`src/rtl/uart_loader.sv`:
```
// uart_loader: program-load frame parser fed by uart_sr.
// Frame: start address S, length N, N data words, checksum C (sum of data mod 2^16).
// Each data word is written to memory at S+index; the CPU is held in reset
// while a frame is in flight. Completion or failure is reported on sticky flags.
//
// Ports:
//   clk             system clock
//   rst             asynchronous active-low reset
//   uart_word_ready word-available level from uart_sr (rising edge = new word)
//   uart_word       assembled word, valid while uart_word_ready is high
//   mem_wr          single-cycle memory write strobe
//   mem_addr        write address (low ADDR_WIDTH bits of S+index)
//   mem_data        write data
//   cpu_hold        high while a frame is in progress
//   done            sticky: last frame completed with matching checksum
//   error           sticky: last frame failed (checksum mismatch or timeout)
module uart_loader #(
  parameter int unsigned ADDR_WIDTH     = 16,
  parameter int unsigned TIMEOUT_CYCLES = 1 << 20,
  parameter int unsigned WORD_WIDTH     = 16
) (
  input  logic                  clk,
  input  logic                  rst,
  input  logic                  uart_word_ready,
  input  logic [WORD_WIDTH-1:0] uart_word,
  output logic                  mem_wr,
  output logic [ADDR_WIDTH-1:0] mem_addr,
  output logic [WORD_WIDTH-1:0] mem_data,
  output logic                  cpu_hold,
  output logic                  done,
  output logic                  error
);

  localparam int unsigned CNT_W = $clog2(TIMEOUT_CYCLES + 1);

  typedef enum logic [1:0] {
    IDLE,
    LEN,
    DATA,
    CSUM
  } state_t;

  state_t                state_q, state_d;
  logic                  word_q, word_d;
  logic [WORD_WIDTH-1:0] start_q, start_d;
  logic [WORD_WIDTH-1:0] len_q, len_d;
  logic [WORD_WIDTH-1:0] idx_q, idx_d;
  logic [WORD_WIDTH-1:0] sum_q, sum_d;
  logic [CNT_W-1:0]      cnt_q, cnt_d;
  logic                  mem_wr_q, mem_wr_d;
  logic [ADDR_WIDTH-1:0] mem_addr_q, mem_addr_d;
  logic [WORD_WIDTH-1:0] mem_data_q, mem_data_d;
  logic                  cpu_hold_q, cpu_hold_d;
  logic                  done_q, done_d;
  logic                  error_q, error_d;

  logic                  word_event;
  logic                  timeout;
  logic [WORD_WIDTH-1:0] idx_next;

  always_comb begin
    state_d    = state_q;
    start_d    = start_q;
    len_d      = len_q;
    idx_d      = idx_q;
    sum_d      = sum_q;
    cnt_d      = '0;
    mem_wr_d   = 1'b0;
    mem_addr_d = mem_addr_q;
    mem_data_d = mem_data_q;
    cpu_hold_d = cpu_hold_q;
    done_d     = done_q;
    error_d    = error_q;

    word_d     = uart_word_ready;
    word_event = uart_word_ready & ~word_q;
    idx_next   = idx_q + WORD_WIDTH'(1);

    // An event on the same edge as the expiry wins: the timeout is suppressed.
    timeout = (state_q != IDLE) && !word_event &&
              (cnt_q == CNT_W'(TIMEOUT_CYCLES - 1));

    if (state_q != IDLE && !word_event) begin
      cnt_d = cnt_q + CNT_W'(1);
    end

    case (state_q)
      IDLE: begin
        if (word_event) begin
          start_d    = uart_word;
          done_d     = 1'b0;
          error_d    = 1'b0;
          cpu_hold_d = 1'b1;
          state_d    = LEN;
        end
      end
      LEN: begin
        if (word_event) begin
          len_d   = uart_word;
          idx_d   = '0;
          sum_d   = '0;
          state_d = (uart_word != '0) ? DATA : CSUM;
        end
      end
      DATA: begin
        if (word_event) begin
          mem_wr_d   = 1'b1;
          mem_addr_d = ADDR_WIDTH'(start_q + idx_q);
          mem_data_d = uart_word;
          sum_d      = sum_q + uart_word;
          idx_d      = idx_next;
          if (idx_next == len_q) begin
            state_d = CSUM;
          end
        end
      end
      CSUM: begin
        if (word_event) begin
          done_d     = (uart_word == sum_q);
          error_d    = (uart_word != sum_q);
          cpu_hold_d = 1'b0;
          state_d    = IDLE;
        end
      end
      default: state_d = IDLE;
    endcase

    if (timeout) begin
      error_d    = 1'b1;
      cpu_hold_d = 1'b0;
      cnt_d      = '0;
      state_d    = IDLE;
    end
  end

  always_ff @(posedge clk or negedge rst) begin
    if (!rst) begin
      state_q    <= IDLE;
      word_q     <= 1'b0;
      start_q    <= '0;
      len_q      <= '0;
      idx_q      <= '0;
      sum_q      <= '0;
      cnt_q      <= '0;
      mem_wr_q   <= 1'b0;
      mem_addr_q <= '0;
      mem_data_q <= '0;
      cpu_hold_q <= 1'b0;
      done_q     <= 1'b0;
      error_q    <= 1'b0;
    end else begin
      state_q    <= state_d;
      word_q     <= word_d;
      start_q    <= start_d;
      len_q      <= len_d;
      idx_q      <= idx_d;
      sum_q      <= sum_d;
      cnt_q      <= cnt_d;
      mem_wr_q   <= mem_wr_d;
      mem_addr_q <= mem_addr_d;
      mem_data_q <= mem_data_d;
      cpu_hold_q <= cpu_hold_d;
      done_q     <= done_d;
      error_q    <= error_d;
    end
  end

  assign mem_wr   = mem_wr_q;
  assign mem_addr = mem_addr_q;
  assign mem_data = mem_data_q;
  assign cpu_hold = cpu_hold_q;
  assign done     = done_q;
  assign error    = error_q;

endmodule

```
`config.mk`:
```
export PLATFORM = sky130hd
export DESIGN_NAME = uart_loader
export DESIGN_NICKNAME = d
export VERILOG_FILES = /design/src/rtl/uart_loader.sv
export SDC_FILE = /design/constraint.sdc
export NUM_CORES = 1
export LEC_CHECK = 0
export CORE_UTILIZATION = 44
export DETAILED_ROUTE_END_ITERATION = 16
export GPL_TIMING_DRIVEN = 0
export HOLD_SLACK_MARGIN = 0.08
export PLACE_DENSITY_LB_ADDON = 0.12
export SLEW_MARGIN = 0
export SYNTH_ARGS = -nofsm -noshare
export SYNTH_HDL_FRONTEND = slang
export SYNTH_SLANG_ARGS = --single-unit
```
`constraint.sdc`:
```
create_clock -name clk -period 5.4 [get_ports clk]
set_clock_uncertainty 0.15 [all_clocks]
set_input_delay 1.08 -clock clk [delete_from_list [all_inputs] [get_ports clk]]
set_output_delay 1.08 -clock clk [all_outputs]
set_load 0.01 [all_outputs]
```
-- Word level (Yosys, flattened, before mapping)
Cells that the tools add are included.
- register bits after elaboration: 124
- input bits: 19
- output and inout port bits: 36
- word-level logic and storage cells: 77
- add/subtract/negate cells: 4
- equal/unequal tests: 16
- multiplexer cells: 26
- bitwise gates (word level): 2
- reductions and logical operators: 16
- operator list (kind ; count):
    $pmux 16 s2 ; 2
    $mux 16 ; 3
    $mux 21 ; 2
    $add 16x16->16 ; 2
    $eq 16x16->1 ; 2
    $add 21x1->21 const B ; 1
    $eq 21x20->1 const B ; 1
    $add 16x1->16 const B ; 1
    $ne 16x16->1 ; 1
    $reduce_bool 16->1 ; 1
    $ne 3x3->1 const B ; 5
    $mux 2 ; 6
    $mux 1 ; 9
    $reduce_and 3->1 ; 3
    $ne 2x2->1 const B ; 4
    $pmux 2 s4 ; 1
    $pmux 1 s2 ; 3
    $reduce_and 2->1 ; 3
    $reduce_bool 2->1 ; 3
    $reduce_and 5->1 ; 1
    $eq 2x2->1 const B ; 2
    $reduce_bool 3->1 ; 1
    $eq 2x1->1 const B ; 1
    $logic_and 1x1->1 ; 2
    4 further kinds ; 4

-- Logic depth before layout (Yosys ltp)
Gate-level depths: netlist (run 1).
- depth after elaboration: 7
- depth in mapped cells: 11
- depth with buffers taken out: 11

-- Worst setup path after synthesis (run 1)
OpenSTA, ideal clock, no wires.
- kind: input port to flip-flop
- start point: input uart_word[0]
- end point: register sum_q[10]
- library setup time: 122 ps
- arrival: 2986 ps
- data required time: 5128 ps
- path slack: 2142 ps
- stages on the path: 8
- buffers on the path: 0
- cell sequence: ha_1 -> fa_1 -> a21o_1 -> a21oi_1 -> o211ai_1 -> a31o_2 -> a211o_1 -> a32o_1
- longest elaborated chain between the ends: 3
- ends and longest elaborated chain (what ; RTL line ; RTL):
    start: declaration ; 25 ; input logic [WORD_WIDTH-1:0] uart_word,
    $add 16x16->16 ; 110 ; sum_d = sum_q + uart_word;
    $mux 16 ; 106 ; if (word_event) begin
    $pmux 16 s2 ; 87 ; case (state_q)
    end signal: assignment ; 157 ; sum_q <= sum_d;
    end: declaration ; 48 ; logic [WORD_WIDTH-1:0] sum_q, sum_d;
No other way between the ends. The select of a mux whose other input is x is not followed.
A chain may end at the register's enable or synchronous reset.

-- Final worst setup path (run 1)
- start point: input uart_word[0]
- end point: register sum_q[14]
The elaborated chain is that of the path after synthesis.

==> run_results.csv, run 1 <==
group,metric,value,unit
final_layout,final_layout_size_suffix_gt1_frac,0.103,
die,start_util,0.456,
placed_design,io_buffers,54,
sta,slew_viol_final,0,
clocking,cts_tree,"built",
placed_design,place.gp.congestion,0.877,
power_and_ir_drop,seqPwrFrac,0.332,
synth,synth_async_sr_flop_share,1.00,
worst_setup_path,max_stage_delay,0.59,ns
die,fp.dieArea,16500,sq um
sta,rsz0062_at_grt,"false",
worst_setup_path,crit_path_start_kind,"input pin",
power_and_ir_drop,power.total,0.00448,W
synth,synth_edf_count,0,
power_and_ir_drop,power.switching,0.00154,W
sta,slew_headroom,0.437,
final_layout,fin_util,0.554,
routing,wire_per_inst,17.3,microns
clocking,htreeDepth,4,
die,die_w,128,microns
routing,dr.pass1.iters,4,
synth,yosysWarnings,0,
die,ios,55,
worst_setup_path,crit_type,"input pin to register",
clocking,clock_latency,0.42,ns
power_and_ir_drop,p_clk_frac,0.293,
power_and_ir_drop,p_int,0.00294,W
worst_setup_path,path_cells,"clkdlybuf4s50_1 > ha_1 > fa_1 > a21o_1 > a21oi_1 > o211ai_1 > a31oi_1 > nand3_1 > a31oi_1 > xor2_1 > o21ai_0",
final_layout,fin_nets,876,
power_and_ir_drop,switching_share,0.344,
final_layout,final_area,8540,sq um
sta,setup_viol,0,
worst_setup_path,crit_top_cell,"a31oi_1",
synth,yosysSeqAreaShare,0.441,
worst_setup_path,slowest_stage,"clkdlybuf4s50_1",
worst_setup_path,reg2regPathDepth,11,
clocking,numClockSinks,124,
final_layout,layout.cells.non_filler,1043,
die,core_area,15400,sq um
sta,worstMarginPinSlew,0.844,ns
routing,ant_nets,0,
synth,avgSynthCellArea,9.44,sq um
power_and_ir_drop,combPwrFrac,0.375,
worst_setup_path,r2r-end,"mem_addr[14]",
sta,post-route-period-util,0.718,
global_route,grt_usage,0.236,
clocking,clk_pin_slew,0.06,ns
sta,layout_setup_ws,1.52,ns
placed_design,dp_hpwl,13000,microns
hold_path,min_from,"mem_addr[10]",
routing,dr_total_vias,5773,
sta,fin_crit,3.88,ns
synth,ys.flop_type,"dfrtp_1",
worst_setup_path,timing.rr.start,"idx_q[0]",
power_and_ir_drop,p_leak,3.82,nW
final_layout,area_growth_syn_to_layout,21.4,%
clocking,cts_setup_buffers,0,
flow_run,maxCapViolCount,0,
clocking,clockBufferDepth,2,
power_and_ir_drop,peakVddDrop,0.298,mV
hold_path,whs_endpoint,"mem_addr[10]",
global_route,grt_pass1_wl,29600,microns
synth,postSynthCellCount,745,
worst_setup_path,r2r_slack,2.18,ns
run_status,status,"completed",
hold_path,worstHoldPathCells,2,
global_route,antenna_found_initial,0,
worst_setup_path,required,5.53,ns
global_route,grt_pass1_vias,5731,
placed_design,placed_area,7870,sq um
clocking,cts_resized,0,
power_and_ir_drop,p_per_area,524,nW/um^2
final_layout,final.fill_count,1401,
synth,syn_area,7040,sq um
routing,drt-initial-drc-count,277,
clocking,cts_buffers,17,
worst_setup_path,crit_fanout,5,
synth,syn_nets,802,
sta,fmax,258,MHz
synth,ys_ff_latch,124,
global_route,grt_overflow,0,
sta,hold_viol,0,
global_route,grt_max_degree,85,
placed_design,dp_slack,1.12,ns
synth,yosysUniqueCellTypes,60,
hold_path,hold_class,"register to register",
final_layout,diodes,0,
clocking,holdBufCountCts,0,
worst_setup_path,cp.arrival,4.01,ns
routing,routed_via_density,5.53,
clocking,clock-root-buffer,"clkbuf_16",
worst_setup_path,end_kind,"register",
placed_design,placedCellCount,1011,
die,die_y,128,microns
routing,wl,18100,microns
die,placementRows,45,
routing,remaining_drc_errors,0,
power groups by stage:
stage	registers, W	logic, W	clock network, W
finish	0.00149	0.00168	0.00131
global route	0.00153	0.00187	0.00137
CTS	0.00149	0.00169	0.00133
detailed placement	0.00150	0.00167	0
global placement	0.00149	0.00163	0
floorplan	0.00149	0.00109	0
metrics by stage:
stage                     setup TNS, ns  hold slack, ns
after floorplan                       0           0.304
after global placement          -226.01           0.304
after detailed placement              0           0.314
after CTS                             0           0.327
after global routing                  0           0.345
final                                 0           0.323
flip-flops by register name, summed over array words and instances (netlist names), 2 cells and up:
signal,count
cnt_q,21
idx_q,16
len_q,16
mem_addr,16
mem_data,16
start_q,16
state_q,2
sum_q,16
cell type report:
type | instances | area (sq um) | share of cell area
plain buffers | 28 | 113 | 0.0132
multi-input cells | 573 | 3740 | 0.438
well taps | 211 | 264 | 0.0309
flip-flops and latches | 124 | 3100 | 0.363
clock buffers | 18 | 429 | 0.0502
clock inverters | 14 | 243 | 0.0284
repair buffers | 55 | 569 | 0.0667
inverters | 20 | 75.1 | 0.00879
worst max-delay path, delay by kind of cell:
kind,cells,cell delay [ns]
buffers and inverters,1,0.59
AND/OR/NAND/NOR,1,0.12
XOR/XNOR,1,0.15
adder cells (fa/ha/maj),2,0.76
AO/OA/AOI/OAI,6,1.30
logic make-up after synthesis:
kind of cell / share of synthesized area
AND/OR/NAND/NOR: 0.201
AO/OA/AOI/OAI: 0.127
flip-flops: 0.441
XOR/XNOR: 0.0772
buffers and inverters: 0.0267
adder cells (fa/ha/maj): 0.0711
multiplexers: 0.0555
synth_stat cells (all sizes together) (2+ instances only):
library cell	n	area (sq um)
nor2b	8	50.1
o31ai	5	37.5
buf	10	45.0
o41ai	2	17.5
nand2b	4	25.0
ha	36	450
a22o	5	43.8
fa	2	40.0
o21a	4	30.0
nor4	12	103
nor2	58	218
inv	19	71.3
and3	8	50.1
a21boi	2	15.0
nand4	14	124
a31o	2	17.5
a311oi	2	17.5
a21oi	27	135
nand3	24	120
a21o	7	52.6
a32o	2	20.0
o21bai	3	22.5
xnor2	30	263
nor3	16	85.1
dfrtp	124	3100
nand2	128	483
a211oi	8	65.1
and2	4	25.0
mux2i	3	30.0
o211ai	3	22.5
and4	6	52.6
o21ai	57	289
clkbuf	18	67.6
or2	2	12.5
mux2	32	360
a31oi	7	43.8
xor2	32	280
or3	6	37.5
placed cells by master, fill, tap and decap left out, types with 17 or more instances in the layout:
cell / netlist / final
nor2_1: 58 / 58
dfrtp_1: 124 / 124
inv_1: 19 / 19
nand3_1: 24 / 24
xnor2_1: 30 / 30
clkbuf_1: 18 / 19
clkbuf_16: 0 / 17
clkdlybuf4s50_1: 0 / 53
nand2_1: 127 / 127
ha_1: 36 / 36
xor2_1: 32 / 32
mux2_2: 32 / 32
a21oi_1: 27 / 27
o21ai_0: 56 / 56
routing by layer:
layer | vias up | wire length (microns) | global-route usage
met2 | 130 | 8350 | 0.377
met4 | 0 | 451 | 0.0927
met1 | 2824 | 8540 | 0.314
li1 | 2792 | - | -
met3 | 27 | 737 | 0.0495
met5 | - | 0 | 0
worst max path at each step:
stage | from | to | slack, ns
detailed placement | uart_word[0] | sum_q[14] | 1.12
CTS | uart_word[0] | sum_q[14] | 1.55
global route | uart_word[0] | sum_q[14] | 1.31
floorplan | uart_word[0] | sum_q[10] | 2.14
finish | uart_word[0] | sum_q[14] | 1.52
global placement | rst | sum_q[7] | -1.83
No activity file was read; power rests on OpenSTA's default activity.
==> run 2, diff against run 1 <==
- clock period: 5.4 -> 4.05 ns (I/O delays scaled with it)
==> results of run 2 <==
The final DEF is identical to that of run 1. Status: completed.
Main changes from that run: setup slack after placement 1.12 ns -> 0.0386 ns; setup slack after layout 1.52 ns -> 0.442 ns; hold slack 0.323 ns -> 0.143 ns; register-to-register setup slack 2.18 ns -> 0.83 ns; total power 0.00448 W -> 0.00597 W; worst IR drop on VDD 0.298 mV -> 0.397 mV
